File: src/rtl/midi_poly_voice_engine_pkg.sv
// -----------------------------------------------------------------------------
// midi_poly_voice_engine_pkg
// Shared definitions for the polyphonic MIDI voice engine:
//   - control FSM state encoding
//   - MIDI status nibble constants
//   - voice-index width derivation
// -----------------------------------------------------------------------------
package midi_poly_voice_engine_pkg;

   typedef enum logic [1:0] {
      ST_IDLE   = 2'd0,
      ST_LOOKUP = 2'd1,
      ST_ALLOC  = 2'd2,
      ST_WRITE  = 2'd3
   } fsm_state_t;

   localparam logic [3:0] NOTE_ON  = 4'h9;
   localparam logic [3:0] NOTE_OFF = 4'h8;

   // Voice-index width; a two-voice engine still needs one index bit.
   function automatic int vc_width(input int n);
      return (n <= 2) ? 1 : $clog2(n);
   endfunction

endpackage

File: src/rtl/midi_poly_voice_engine_voice_alloc_picker.sv
// -----------------------------------------------------------------------------
// voice_alloc_picker
// Combinational voice-allocation search. Priority:
//   1. lowest-index active voice already holding the requested note (retrigger)
//   2. lowest-index inactive voice
//   3. the voice at the steal pointer
// Ports:
//   active    in  per-voice active flags
//   notes     in  per-voice stored note numbers
//   note      in  note being allocated
//   steal_ptr in  round-robin steal candidate
//   pick      out chosen voice index
//   steal     out 1 when the choice came from the steal pointer
// -----------------------------------------------------------------------------
module voice_alloc_picker #(
   parameter int NUM_VOICES = 4,
   parameter int VC_W       = 2
) (
   input  logic [NUM_VOICES-1:0]      active,
   input  logic [NUM_VOICES-1:0][7:0] notes,
   input  logic [7:0]                 note,
   input  logic [VC_W-1:0]            steal_ptr,
   output logic [VC_W-1:0]            pick,
   output logic                       steal
);

   logic            hit;
   logic            free;
   logic [VC_W-1:0] hit_idx;
   logic [VC_W-1:0] free_idx;

   // Scanning from the top down lets the lowest matching index win.
   always_comb begin
      hit      = 1'b0;
      free     = 1'b0;
      hit_idx  = '0;
      free_idx = '0;
      for (int v = NUM_VOICES - 1; v >= 0; v--) begin
         if (active[v] && (notes[v] == note)) begin
            hit     = 1'b1;
            hit_idx = VC_W'(v);
         end
         if (!active[v]) begin
            free     = 1'b1;
            free_idx = VC_W'(v);
         end
      end
   end

   always_comb begin
      pick  = steal_ptr;
      steal = 1'b0;
      if (hit) begin
         pick = hit_idx;
      end else if (free) begin
         pick = free_idx;
      end else begin
         steal = 1'b1;
      end
   end

endmodule

File: src/rtl/midi_poly_voice_engine.sv
// -----------------------------------------------------------------------------
// midi_poly_voice_engine
// Polyphonic wavetable voice engine driven by MIDI note-on/note-off packets.
// A control FSM looks up the note increment and allocates a voice; an
// independent TDM sequencer visits each voice for two cycles (ISSUE the
// sine-table address, CAPTURE the returned sample) and advances its phase.
// Ports:
//   sys_clk, sys_rst_n       clock, asynchronous active-low reset
//   pkt_valid / pkt_ready    MIDI packet handshake
//   MIDI_CMD, MIDI_DAT_0/1   status byte, note number, velocity
//   note_lut_addr/_data      external note-to-increment table (1-cycle latency)
//   sin_addr / sin_data      external sine table (1-cycle latency)
//   TDM_VOICE_DATA           sample of the slot just captured
//   TDM_CHANNEL              voice index of that slot
//   TDM_CHAN_ENABLED         voice was active when captured
//   TDM_VALID                one-cycle strobe when TDM outputs update
//   voices_active            per-voice active bitmap
// -----------------------------------------------------------------------------
module midi_poly_voice_engine
   import midi_poly_voice_engine_pkg::*;
#(
   parameter int         D_W        = 16,
   parameter int         ADDR_W     = 8,
   parameter int         PHASE_W    = 24,
   parameter int         NUM_VOICES = 4,
   parameter int         OMNI       = 1,
   parameter logic [3:0] MIDI_CH    = 4'd0,
   localparam int        VC_W       = vc_width(NUM_VOICES)
) (
   input  logic                  sys_clk,
   input  logic                  sys_rst_n,
   input  logic                  pkt_valid,
   output logic                  pkt_ready,
   input  logic [7:0]            MIDI_CMD,
   input  logic [7:0]            MIDI_DAT_0,
   input  logic [7:0]            MIDI_DAT_1,
   output logic [7:0]            note_lut_addr,
   input  logic [D_W-1:0]        note_lut_data,
   output logic [ADDR_W-1:0]     sin_addr,
   input  logic [D_W-1:0]        sin_data,
   output logic [D_W-1:0]        TDM_VOICE_DATA,
   output logic [VC_W-1:0]       TDM_CHANNEL,
   output logic                  TDM_CHAN_ENABLED,
   output logic                  TDM_VALID,
   output logic [NUM_VOICES-1:0] voices_active
);

   fsm_state_t                  state;
   logic [VC_W-1:0]             alloc_idx;
   logic [D_W-1:0]              alloc_inc;
   logic [VC_W-1:0]             steal_ptr;

   logic [NUM_VOICES-1:0]       active;
   logic [NUM_VOICES-1:0][7:0]  notes;
   logic [D_W-1:0]              incs   [NUM_VOICES];
   logic [PHASE_W-1:0]          phases [NUM_VOICES];

   logic [VC_W-1:0]             slot;
   logic                        seq_cap;

   logic                        accept;
   logic                        ch_ok;
   logic                        is_on;
   logic                        is_off;
   logic                        write_en;
   logic [VC_W-1:0]             pick;
   logic                        pick_steal;

   // Packet decode; filtered channels and other commands are accepted
   // and simply produce neither strobe.
   always_comb begin
      accept   = pkt_valid && pkt_ready;
      ch_ok    = (OMNI != 0) || (MIDI_CMD[3:0] == MIDI_CH);
      is_on    = accept && ch_ok && (MIDI_CMD[7:4] == NOTE_ON) && (MIDI_DAT_1 != 8'd0);
      is_off   = accept && ch_ok &&
                 ((MIDI_CMD[7:4] == NOTE_OFF) ||
                  ((MIDI_CMD[7:4] == NOTE_ON) && (MIDI_DAT_1 == 8'd0)));
      write_en = (state == ST_WRITE);
   end

   // note_lut_addr is held from acceptance to WRITE, so it doubles as the
   // latched note number for the allocation search and the voice write.
   voice_alloc_picker #(
      .NUM_VOICES (NUM_VOICES),
      .VC_W       (VC_W)
   ) u_picker (
      .active    (active),
      .notes     (notes),
      .note      (note_lut_addr),
      .steal_ptr (steal_ptr),
      .pick      (pick),
      .steal     (pick_steal)
   );

   // Control FSM: IDLE -> LOOKUP -> ALLOC -> WRITE -> IDLE
   always_ff @(posedge sys_clk or negedge sys_rst_n) begin
      if (!sys_rst_n) begin
         state         <= ST_IDLE;
         pkt_ready     <= 1'b0;
         note_lut_addr <= 8'd0;
         alloc_idx     <= '0;
         alloc_inc     <= '0;
         steal_ptr     <= '0;
      end else begin
         case (state)
            ST_IDLE: begin
               pkt_ready <= 1'b1;
               if (is_on) begin
                  state         <= ST_LOOKUP;
                  pkt_ready     <= 1'b0;
                  note_lut_addr <= MIDI_DAT_0;
               end
            end
            ST_LOOKUP: begin
               state <= ST_ALLOC;
            end
            ST_ALLOC: begin
               // Table data is valid here, one cycle after the LOOKUP address.
               alloc_inc <= note_lut_data;
               alloc_idx <= pick;
               if (pick_steal) begin
                  steal_ptr <= steal_ptr + VC_W'(1);
               end
               state <= ST_WRITE;
            end
            ST_WRITE: begin
               state     <= ST_IDLE;
               pkt_ready <= 1'b1;
            end
            default: begin
               state     <= ST_IDLE;
               pkt_ready <= 1'b0;
            end
         endcase
      end
   end

   // The sine address follows the current slot's phase; it is stable for the
   // whole ISSUE cycle because phases only change on CAPTURE or WRITE edges.
   assign sin_addr      = phases[slot][PHASE_W-1 -: ADDR_W];
   assign voices_active = active;

   // TDM sequencer and per-voice state
   always_ff @(posedge sys_clk or negedge sys_rst_n) begin
      if (!sys_rst_n) begin
         slot             <= '0;
         seq_cap          <= 1'b0;
         TDM_VOICE_DATA   <= '0;
         TDM_CHANNEL      <= '0;
         TDM_CHAN_ENABLED <= 1'b0;
         TDM_VALID        <= 1'b0;
         active           <= '0;
         notes            <= '0;
         for (int v = 0; v < NUM_VOICES; v++) begin
            incs[v]   <= '0;
            phases[v] <= '0;
         end
      end else begin
         TDM_VALID <= 1'b0;
         seq_cap   <= ~seq_cap;
         if (seq_cap) begin
            // Reads the pre-update active flag, so a coincident note-off
            // still emits this slot's sample.
            slot             <= slot + VC_W'(1);
            TDM_VALID        <= 1'b1;
            TDM_CHANNEL      <= slot;
            TDM_CHAN_ENABLED <= active[slot];
            TDM_VOICE_DATA   <= active[slot] ? sin_data : '0;
         end
         for (int v = 0; v < NUM_VOICES; v++) begin
            if (write_en && (alloc_idx == VC_W'(v))) begin
               // A fresh note restarts at phase 0 even if CAPTURE hits now.
               notes[v]  <= note_lut_addr;
               incs[v]   <= alloc_inc;
               active[v] <= 1'b1;
               phases[v] <= '0;
            end else begin
               if (seq_cap && (slot == VC_W'(v)) && active[v]) begin
                  phases[v] <= phases[v] + PHASE_W'(incs[v]);
               end
               if (is_off && (notes[v] == MIDI_DAT_0)) begin
                  active[v] <= 1'b0;
               end
            end
         end
      end
   end

endmodule
File: config.mk
export PLATFORM = sky130hd
export DESIGN_NAME = midi_poly_voice_engine
export DESIGN_NICKNAME = d
export VERILOG_FILES = /design/src/rtl/midi_poly_voice_engine_pkg.sv /design/src/rtl/midi_poly_voice_engine_voice_alloc_picker.sv /design/src/rtl/midi_poly_voice_engine.sv
export SDC_FILE = /design/constraint.sdc
export NUM_CORES = 1
export LEC_CHECK = 0
export CORE_ASPECT_RATIO = 0.75
export CORE_MARGIN = 1
export CORE_UTILIZATION = 45
export CTS_CLUSTER_SIZE = 24
export DETAILED_ROUTE_END_ITERATION = 8
export GPL_TIMING_DRIVEN = 0
export PLACE_DENSITY = 0.66
export SLEW_MARGIN = 20
export SYNTH_ARGS = -nofsm -noshare
export SYNTH_HDL_FRONTEND = slang
export SYNTH_SLANG_ARGS = --single-unit
File: constraint.sdc
create_clock -name sys_clk -period 2.12 [get_ports sys_clk]
set_input_delay 0.424 -clock sys_clk [delete_from_list [all_inputs] [get_ports sys_clk]]
set_output_delay 0.424 -clock sys_clk [all_outputs]
set_load 0.005 [all_outputs]
==> metrics <==
power density cells=between 1500 and 2000 nW/um^2; Ys Warns=0; failing checks=setup timing; Cell Count, Final, Fillers Out=between 2,000 and 2,500; Seq. cell area=6260 um^2; post-synthesis sequential area ratio=approximately 45%; worst-margin pin slew=0.813 ns; Synth-to-Final Area Change=31.1%; Worst slew margin=45.8%; Lkg Pwr=0.00805 uW; starting utilization of the core area=46.0%; WP data required=roughly 1.7 ns; DR vias/cell=between 5 and 6; Synth cell types=70; minimum clock period=about 2.4 ns; Fin. Hold Viols=0; dpl cell area=15,500 um^2; fin area=18,300 um^2; Clock power frac=between 15 and 20%; global-route wire length before repair=around 65,000 um; pin count of the biggest net entering global routing=between 90 and 100; min-delay worst type=input pin to asynchronous set/reset pin; post-detailed-route count of antenna-violating nets=0; number of global-route vias before repair=roughly 12,000; critical path data arrival time=1.95 ns; DR pass1 iterations=5; status=finished, violations left; row cnt=55; Clock Path Buffers=3; crit-path max FO=3; post-layout util=60.2%; cell mode on critical path=buf_6; syn avg cell area=9.24 um^2; Setup TNS Final=-4.72 ns; Crit path largest cell delay=0.55 ns; Primary FF master, synth=dfrtp_1; r2r startpoint=incs[32]; global route total overflow=0; logic gate share of total power=53.6%; number of remaining DRC errors=0; RSZ-0062 raised after global routing=true; Total Die Area=roughly 32,000 um^2; detailed-route wire length per cell=19.8 um; NumNets Final=about 1,800; synthesis-stage register bit count=250; initial antenna violation count=0; net load switching power=about 12,000 uW; crit path cell chain=clkbuf_8 > buf_6 > mux4_2 > buf_6; Fmax=about 0.42 GHz; CTS tree=done; n_diodes=0; Critical Path Source Type=flop; CTS clk-pin slew, worst paths=0.06 ns; Final Cycle Share=112%; switch share=roughly two fifths; max_cap viols=0; reg2reg end=phases[68]; Int Pwr=16,800 uW; H-tree depth=1; Die X=205 um; Final Wtd Congestion=0.849; syn_nets=roughly 1,600; I/O Buffers=87; Clock Sink Count=250; Die Y=154 um; clock tree root buffer cell=clkbuf_16; I/O pins=100; Global Route Usage Sum=about a quarter; Crit. End Element=output port; worst reg2reg setup slack=-0.19 ns; fraction of layout cells with a size suffix above 1=23.9%; Final setup violation count=between 40 and 50; area of the multi-input gates=8640 um^2; Worst Reg-to-Reg Cells=10; CTS Buf Count=27; final clock skew=0.0107 ns; Gate Count Post-Synth=1,509; placed cell count=about 2,000; # fillers=2,459; worst skew pair latency=0.55 ns; CP max-delay cell=mux4_2; crit path kind=flop to output port; part of the power in registers=roughly 30%; worst setup margin=-0.259 ns; total number of vias=11,900; Detailed Place HPWL=27,500 um; Slew Viols, Final=0; Post-synth EDFFs=0; Mapped Area=13,900 um^2; Total Wirelength=between 40,000 and 50,000 um; core area=30,300 um^2; async set-reset flop share out of synthesis=between 90% and 100%; VDD IR-drop max=0.737 mV; initial drt markers=897
-- timing repair --
action,CTS,global route
setup endpoints to repair,154,157
hold endpoints to repair,128,0
pin swaps,68,85
buffers inserted,41,29
hold buffers,1,0
gates resized for setup,199,147
cloned,1,0
-- cell usage in the layout, fill, tap and decap left out, types with 8 or more instances in the layout --
master and n:
and3_1 8, mux4_2 8, clkbuf_2 19, nand4_1 18, clkbuf_1 38, clkbuf_16 27
a21o_1 16, clkdlybuf4s50_1 77, a21oi_2 29, mux2_2 49, nor2_1 81, xor2_1 26
nand2b_1 20, nor3_4 9, nand3_2 8, xnor2_1 92, nor3_1 18, o2bb2ai_1 16
a21oi_1 73, o21a_1 8, nand2_1 352, ha_1 35, nand3_1 26, o21ai_0 43
ha_4 30, buf_4 51, buf_6 23, dfrtp_1 245, o21ai_2 13, inv_1 22
-- kinds of logic (layout without fill, tap and decap cells) --
| family | after synthesis | after routing | share of synthesized area (%) |
|---|---|---|---|
| compound gates | 294 | 294 | 13.3 |
| xor+xnor | 119 | 119 | 7.47 |
| fa+ha+maj | 75 | 75 | 6.94 |
| buf+inv | 101 | 298 | 2.81 |
| flops | 250 | 250 | 44.8 |
| mux | 63 | 63 | 5.68 |
| simple gates | 607 | 607 | 19.0 |
-- worst max path at each step --
stage | start | endpoint | slack [ns] | cells past startpoint
global placement | sys_rst_n | notes[2] | -10.39 | 1
detailed placement | incs[17] | phases[43] | -0.52 | 8
global route | slot[0] | sin_addr[4] | -0.29 | 4
CTS | slot[0] | sin_addr[4] | -0.25 | 4
floorplan | slot[1] | phases[95] | -0.06 | 11
finish | slot[0] | sin_addr[4] | -0.26 | 4
-- area by class of cell --
cell class	instances	area share, %
plain buffers	64	1.75
clock buffers	39	4.16
clock inverters	6	0.712
inverters	29	0.623
multi-input cells	1158	47.3
flip-flops and latches	250	34.3
well taps	399	2.73
repair buffers	160	8.51
-- power by group through the flow --
stage / logic [uW] / registers (uW) / clock network [uW]
final: 15600 / 8580 / 4880
after global routing: 17000 / 8750 / 5170
after CTS: 13600 / 8490 / 4960
after detailed placement: 11700 / 8340 / 0
after global placement: 11300 / 8320 / 0
after floorplan: 9170 / 7550 / 0
-- registers in the layout, summed over array words and instances (netlist names) --
signal,flops
phases,96
seq_cap,1
pkt_ready,1
alloc_inc,16
notes,32
TDM_VOICE_DATA,16
note_lut_addr,8
alloc_idx,2
voices_active,4
slot,2
state,2
TDM_CHANNEL,2
incs,64
TDM_CHAN_ENABLED,1
steal_ptr,2
TDM_VALID,1
-- synthesized netlist by cell type, types with 18 or more instances --
cell        n  area (um^2)
nand2_1   356         1340
dfrtp_1   250         6260
a21oi_1   109          546
xnor2_1    93          815
nor2_1     90          338
ha_1       71          888
clkbuf_1   60          225
o21ai_0    56          280
mux2_2     49          552
nand3_1    36          180
inv_1      28          105
nor3_1     28          140
xor2_1     26          228
nand2b_1   24          150
nand4_1    18          113
-- metrics by stage --
step	hold WS [ns]	total power [uW]	setup slack, ns
floorplan	0.128	16700	-0.0560
global placement	0.443	19700	-10.39
detailed placement	0.230	20000	-0.517
CTS	0.261	27000	-0.248
global route	0.263	30900	-0.294
finish	0.269	29000	-0.259
-- critical path, delay by kind of cell, from the launching register on --
kind	cells	cell delay (ns)
flip-flops	1	0.43
buffers and inverters	3	0.42
multiplexers	1	0.55
-- per-layer routing --
metal	track usage, %	up-vias	wire length (um)	share of wire [%]
li1	-	5591	-	-
met1	37.1	5917	18800	45
met2	40.9	355	19500	47
met3	4.74	66	2500	6.0
met4	7.16	0	982	2.4
met5	0	-	0	0
Note: power is estimated with default switching activity, not from simulation.
